==> config.mk <==
export PLATFORM = sky130hd
export DESIGN_NAME = hazard_ctrl
export DESIGN_NICKNAME = d
export VERILOG_FILES = /design/src/rtl/pipe_pkg.sv /design/src/rtl/hazard_ctrl_md_sched.sv /design/src/rtl/hazard_ctrl.sv
export SDC_FILE = /design/constraint.sdc
export NUM_CORES = 1
export LEC_CHECK = 0
export ABC_AREA = 1
export CORE_AREA = 8 8 45 47
export DETAILED_ROUTE_END_ITERATION = 10
export DIE_AREA = 0 0 53 55
export GPL_TIMING_DRIVEN = 0
export PLACE_DENSITY = 0.68
export REMOVE_ABC_BUFFERS = 1
export SYNTH_ARGS = -nofsm -noshare
export SYNTH_HDL_FRONTEND = slang
export SYNTH_SLANG_ARGS = --single-unit
==> constraint.sdc <==
create_clock -name vclk -period 0.8
set_input_delay 0.08 -clock vclk [all_inputs]
set_output_delay 0.08 -clock vclk [all_outputs]
set_load 0.01 [all_outputs]
==> src/rtl/pipe_pkg.sv <==
// Shared definitions for the MIPS pipeline control blocks: register-number width,
// default mult/div occupancies and the mult/div scheduler state encoding.
package pipe_pkg;

  localparam int REG_W          = 5;
  localparam int MUL_CYCLES_DEF = 4;
  localparam int DIV_CYCLES_DEF = 12;

  typedef enum logic {
    MD_IDLE = 1'b0,
    MD_BUSY = 1'b1
  } md_state_e;

  // Per-cycle hazard decisions made in ID.
  typedef struct packed {
    logic lu;
    logic md_haz;
    logic stall;
  } hazard_t;

endpackage

==> src/rtl/hazard_ctrl_md_sched.sv <==
// Shared multiply/divide unit scheduler: an IDLE/BUSY FSM with a down-counter
// loaded with the selected occupancy when an operation issues.
module md_sched
  import pipe_pkg::*;
#(
  parameter int MUL_CYCLES = MUL_CYCLES_DEF,
  parameter int DIV_CYCLES = DIV_CYCLES_DEF,
  parameter int CNT_W      = 4
) (
  input  logic clk,
  input  logic rst_n,
  input  logic issue,
  input  logic is_div,
  output logic busy,
  output logic done
);

  localparam logic [CNT_W-1:0] MUL_LD  = CNT_W'(MUL_CYCLES);
  localparam logic [CNT_W-1:0] DIV_LD  = CNT_W'(DIV_CYCLES);
  localparam logic [CNT_W-1:0] CNT_ONE = CNT_W'(1);

  // Occupancies must fit the counter and leave room for a distinct done cycle.
  if (MUL_CYCLES < 2 || MUL_CYCLES > (1 << CNT_W) - 1) begin : g_bad_mul
    $error("md_sched: MUL_CYCLES out of range for CNT_W");
  end
  if (DIV_CYCLES < 2 || DIV_CYCLES > (1 << CNT_W) - 1) begin : g_bad_div
    $error("md_sched: DIV_CYCLES out of range for CNT_W");
  end

  md_state_e        state_q, state_d;
  logic [CNT_W-1:0] cnt_q, cnt_d;

  // NOTE: every signal written here gets a default first, so no path leaves
  // one unassigned and no latch is inferred.
  always_comb begin
    state_d = state_q;
    cnt_d   = cnt_q;
    busy    = 1'b0;
    done    = 1'b0;
    unique case (state_q)
      MD_IDLE: begin
        if (issue) begin
          cnt_d   = is_div ? DIV_LD : MUL_LD;
          state_d = MD_BUSY;
        end
      end
      MD_BUSY: begin
        busy = 1'b1;
        if (cnt_q == CNT_ONE) begin
          done    = 1'b1;
          cnt_d   = '0;
          state_d = MD_IDLE;
        end else begin
          cnt_d = cnt_q - CNT_ONE;
        end
      end
      default: begin
        cnt_d   = '0;
        state_d = MD_IDLE;
      end
    endcase
  end

  // NOTE: state registers use non-blocking assignments so every flop samples
  // the pre-edge value of its neighbours.
  always_ff @(posedge clk or negedge rst_n) begin
    if (!rst_n) begin
      state_q <= MD_IDLE;
      cnt_q   <= '0;
    end else begin
      state_q <= state_d;
      cnt_q   <= cnt_d;
    end
  end

endmodule

==> src/rtl/hazard_ctrl.sv <==
// Hazard and sequencing controller for the five-stage MIPS core: branch squash,
// load-use stalls and mult/div scheduling (scheduler built when HAZARD_CTRL_MD_EN is defined).
module hazard_ctrl
  import pipe_pkg::*;
#(
  parameter int MUL_CYCLES = MUL_CYCLES_DEF,
  parameter int DIV_CYCLES = DIV_CYCLES_DEF,
  parameter int CNT_W      = 4
) (
  input  logic             clk,
  input  logic             rst_n,
  input  logic [REG_W-1:0] Rs_D,
  input  logic [REG_W-1:0] Rt_D,
  input  logic             use_rs_D,
  input  logic             use_rt_D,
  input  logic             RegWr_E,
  input  logic             MemtoReg_E,
  input  logic [REG_W-1:0] RegWrDst_E,
  input  logic             branch_taken_E,
  input  logic             md_start_D,
  input  logic             md_is_div_D,
  input  logic             md_read_D,
  output logic             PC_stall,
  output logic             IF_ID_stall,
  output logic             IF_ID_flush,
  output logic             ID_Ex_flush,
  output logic             md_issue,
  output logic             md_busy,
  output logic             md_done
);

  hazard_t haz;

  // Register $0 is hard-wired to zero, so a load targeting it never creates a hazard.
  always_comb begin
    haz.lu     = RegWr_E && MemtoReg_E && (RegWrDst_E != '0) &&
                 ((use_rs_D && (Rs_D == RegWrDst_E)) ||
                  (use_rt_D && (Rt_D == RegWrDst_E)));
    haz.md_haz = md_busy && (md_start_D || md_read_D);
    // A taken branch discards the ID instruction, so it overrides any stall.
    haz.stall  = !branch_taken_E && (haz.lu || haz.md_haz);
  end

  always_comb begin
    PC_stall    = haz.stall;
    IF_ID_stall = haz.stall;
    IF_ID_flush = branch_taken_E;
    ID_Ex_flush = branch_taken_E || haz.stall;
    md_issue    = md_start_D && !haz.stall && !branch_taken_E;
  end

`ifdef HAZARD_CTRL_MD_EN
  md_sched #(
    .MUL_CYCLES (MUL_CYCLES),
    .DIV_CYCLES (DIV_CYCLES),
    .CNT_W      (CNT_W)
  ) u_md_sched (
    .clk    (clk),
    .rst_n  (rst_n),
    .issue  (md_issue),
    .is_div (md_is_div_D),
    .busy   (md_busy),
    .done   (md_done)
  );
`else
  // Without the scheduler the unit is never occupied; clock, reset and the
  // divide select have no consumer in this build.
  logic [2:0] unused_md;
  assign unused_md = {clk, rst_n, md_is_div_D};
  assign md_busy   = 1'b0;
  assign md_done   = 1'b0;
`endif

endmodule
== After elaboration in Yosys (flattened, before gate mapping) ==
Cells that the tools add are included.

* Add/sub/neg operators: 0
* Multipliers: 0
* Div/mod/pow operators: 0
* $lt $le $gt $ge: 0
* Equality and inequality tests: 2
* Shifts and indexed selects: 0
* Multiplexer cells: 0
* Bitwise operators: 0
* Reduce and logical (&&, ||, !) cells: 13

{| class="wikitable"
|+ Operators by type and width
! kind !! number
|-
| $eq 5x5->1 || 2
|-
| $logic_and 1x1->1 || 8
|-
| $reduce_bool 5->1 || 1
|-
| $logic_not 1->1 || 2
|-
| $logic_or 1x1->1 || 2
|}

* Register bits after elaboration: 0
* Latch bits: 0
* Bits in writable memories: 0
* ROM bits: 0
* Input port bits: 25
* Output and inout bits: 7
* Logic and storage cells: 15
* Memories: 0

== Depth between registers and ports, before layout ==
* Depth in word-level cells: 8
* Gate-level depth with buffers: 9
* Mapped depth without buffers: 9

== Least setup slack after synthesis ==
OpenSTA, ideal clock, no wires.

* Kind: input to output
* Start point: input RegWrDst_E[3]
* End point: output PC_stall
* Arrival time: 0.859 ns
* Required time: 0.720 ns
* Path slack: -0.139 ns
* Cell stages on the path: 9
* Path buffers: 1
* Cells stage by stage: inv_1 -> nand2_1 -> nand2_1 -> nor2_2 -> nand3_1 -> nand2_1 -> nand2_2 -> nor2_1 -> buf_4

* Word-level cells in the longest chain between the ends: 5
* Elaborated cells between the ends (all ways): 9
* Those cells by class: eq/ne: 2; reduce/logical: 7

{| class="wikitable"
|+ Ends and longest elaborated chain
! item !! RTL line !! source
|-
| start: declaration || hazard_ctrl.sv:18 || <nowiki>input logic [REG_W-1:0] RegWrDst_E,</nowiki>
|-
| $eq 5x5->1 (on tied branches) || hazard_ctrl.sv:37, hazard_ctrl.sv:38 ||
|-
| $logic_and 1x1->1 (on tied branches) || hazard_ctrl.sv:37, hazard_ctrl.sv:38 ||
|-
| $logic_or 1x1->1 || hazard_ctrl.sv:37 || <nowiki>((use_rs_D && (Rs_D == RegWrDst_E)) ||</nowiki>
|-
| $logic_and 1x1->1 * || hazard_ctrl.sv:36 || <nowiki>haz.lu = RegWr_E && MemtoReg_E && (RegWrDst_E != '0) &&</nowiki>
|-
| $logic_and 1x1->1 * || hazard_ctrl.sv:41 || <nowiki>haz.stall = !branch_taken_E && (haz.lu || haz.md_haz);</nowiki>
|-
| end: declaration || hazard_ctrl.sv:23 || <nowiki>output logic PC_stall,</nowiki>
|}

Every way passes the cells marked *; elsewhere a longest branch is shown, timed or not.

== Final worst setup path ==
* Start point: input RegWrDst_E[0]
* End point: output md_issue

* Word-level cells in the longest chain between the ends: 8
* Elaborated cells between the ends (all ways): 12
* Those cells by class: eq/ne: 2; reduce/logical: 10

{| class="wikitable"
|+ Ends and longest elaborated chain
! item !! RTL line !! source
|-
| $eq 5x5->1 (on tied branches) || hazard_ctrl.sv:37, hazard_ctrl.sv:38 ||
|-
| $logic_and 1x1->1 (on tied branches) || hazard_ctrl.sv:37, hazard_ctrl.sv:38 ||
|-
| $logic_or 1x1->1 || hazard_ctrl.sv:37 ||
|-
| $logic_and 1x1->1 * || hazard_ctrl.sv:36 ||
|-
| $logic_and 1x1->1 * || hazard_ctrl.sv:41 ||
|-
| $logic_not 1->1 * || hazard_ctrl.sv:49 || <nowiki>md_issue = md_start_D && !haz.stall && !branch_taken_E;</nowiki>
|-
| $logic_and 1x1->1 * (2 in series) || hazard_ctrl.sv:49 ||
|-
| end: declaration || hazard_ctrl.sv:27 || <nowiki>output logic md_issue,</nowiki>
|}

Marks and branches as above.

==> results <==
[through the flow]
step	instances	util (%)	power [mW]	instance area, um2
after floorplan	64	-	0.0876	256
after global placement	106	38.8	0.232	537
after detailed placement	106	38.8	0.233	537
after CTS	106	37.1	0.221	513
after global routing	106	40.6	0.278	562
final	106	40.6	0.251	562
[kinds of logic (layout without fill, tap and decap cells)]
family                 count (synthesis)  after routing  synth area share (%)
buffers and inverters                 20             42                  31.9
and+or+nand+nor                       46             46                  66.8
other                                  1              2                  1.33
[cells in the mapped netlist]
library cell,number
inv_1,13
nand2_1,29
nand2_2,2
buf_4,4
nand4_1,1
conb_1,1
nor2_2,2
nor2_1,9
nand3_1,3
inv_2,3
[per-layer routing]
metal  vias to the layer above  share of wire [%]  global-route usage [%]
met3                         0                9.6                    1.87
li1                        231                  -                       -
met2                        10                 58                    11.9
met5                         -                  0                       0
met4                         0                  0                       0
met1                       167                 33                    6.49
[power groups by stage]
stage	logic (mW)	registers (mW)	clock network, mW
final	0.251	0	0
after global routing	0.278	0	0
after CTS	0.221	0	0
after detailed placement	0.233	0	0
after global placement	0.232	0	0
after floorplan	0.0876	0	0
[cell type report]
cell class | count | area, um2 | area share [%]
Multi-Input combinational cell | 48 | 221 | 39.4
Timing Repair Buffer | 26 | 248 | 44.1
Inverter | 16 | 72.6 | 12.9
Tap cell | 16 | 20.0 | 3.56
[worst max-delay path by stage]
stage | from | to | slack (ns)
floorplan | RegWrDst_E[3] | IF_ID_stall | -0.06
global placement | RegWrDst_E[1] | PC_stall | -1.04
detailed placement | RegWrDst_E[1] | IF_ID_stall | -1.04
CTS | RegWrDst_E[4] | IF_ID_stall | -0.16
global route | RegWrDst_E[2] | md_issue | -0.27
finish | RegWrDst_E[0] | md_issue | -0.17
[repair_timing]
action	in CTS	in global routing
cloned	0	0
pin swaps	30	22
gates resized for setup	103	21
endpoints found under the setup margin	5	4
[layout by cell type (no fill, tap or decap), types with 4 or more instances in the layout]
cell type      instances
dlygate4sd2_1          4
buf_2                  6
nor2_1                 7
nand2_2               10
inv_2                  4
buf_6                 10
inv_1                  7
nand2_1               21
nor2_2                 4
inv_4                  5
==> summary.md <==
| Metric | Value |
|---|---|
| Status | `finished with violations` |
| Pre-CTS setup slack | `-1.04 ns` |
| Top cell by count, worst path | `nand2_2` |
| Initial Util | `20.4%` |
| Max Transition Viols Final | `0` |
| Flop pwr share | `0%` |
| I/O Buffers | `26` |
| Hold_sp | `branch_taken_E` |
| RSZ-0062 raised after global routing | `yes` |
| Largest net degree at the start of global routing | `5` |
| Die area | `2920 um2` |
| Hold Path Stages | `3` |
| Max Clk Rate | `1.04 GHz` |
| Layout cells sized above 1 | `47.8%` |
| Die height | `55 um` |
| Diode count | `0` |
| Area Growth Syn to Fin | `98.7%` |
| Antenna violations before repair | `0` |
| Grt total ovfl | `0` |
| Bufs and invs on worst path | `3` |
| Switching pwr | `0.111 mW` |
| Register area share after synthesis | `0%` |
| Post-Syn Area | `283 um2` |
| FF+latch count | `0` |
| Max VDD drop | `0.154 mV` |
| Post-DRT Antenna Nets | `0` |
| Drt total wl | `966 um` |
| Hold Path Class | `in2out` |
| First drt pass iteration count | `2` |
| Post-CTS Setup Inserts | `0` |
| Hold Vio Cnt, Final | `0` |
| Clock power share | `0%` |
| Switch share | `44.3%` |
| Cells along the critical path | `buf_8 > nor2_1 > nand4_1 > nand3_1 > inv_1 > nand2_2 > nand2_2 > nor2_2 > buf_2` |
| Post-Syn Instances | `67` |
| First-pass GRT wire length | `1460 um` |
| Max_cap viols | `0` |
| Worst setup SP type | `input pin` |
| CP endpoint kind | `output port` |
| Routed WL per cell | `9.11 um` |
| Number of global-route vias before repair | `383` |
| Setup violators final | `4` |
| Leakage | `0.350 nW` |
| Total GRT Usage | `6.05%` |
| Crit Path Category | `in2out` |
| Post-synth cell types | `10` |
| CP required | `0.72 ns` |
| Crit path time final | `0.966 ns` |
| Nets | `117` |
| Worst path depth | `9` |
| Worst hold endpoint | `PC_stall` |
| Yosys top cell area share | `38.5%` |
| Hold Slack | `0.585 ns` |
| Die width | `53 um` |
| Worst Path Max Fanout | `4` |
| Synth warnings | `0` |
| CP max-delay cell | `buf_2` |
| Clkbuf count | `0` |
| Placer Congestion | `0.674` |
| Critical Path Max Stage Delay | `0.13 ns` |
| # DRC | `0` |
| TNS Setup | `-0.464 ns` |
| Largest area contributor in the netlist | `nand2_1` |
| Int Pwr | `0.140 mW` |
| Top cells by area, synth | `nand2_1, inv_1, nor2_1` |
| Via density | `3.85` |
| Register Area | `0 um2` |
| Syn Area/Cell | `4.22 um2` |
| Iter 0 DRT Violations | `3` |
| Via count | `408` |
| Worst Path Arrival | `0.89 ns` |
| Fillers | `167` |
| CP delay by family, top | `simple AND/OR/NAND/NOR gates` |
| Violations in the final reports | `setup timing` |
| Final WS setup | `-0.166 ns` |
| Dpl hpwl | `848 um` |
| Crit share post-route | `121%` |
| Hold_buf cts | `0` |
| Row count | `14` |
| Combinational power share | `100.0%` |
| Top Ports | `32` |
| Core Footprint | `1380 um2` |
| PD cells | `446 nW/um2` |
Power figures use the tool's default switching activity.
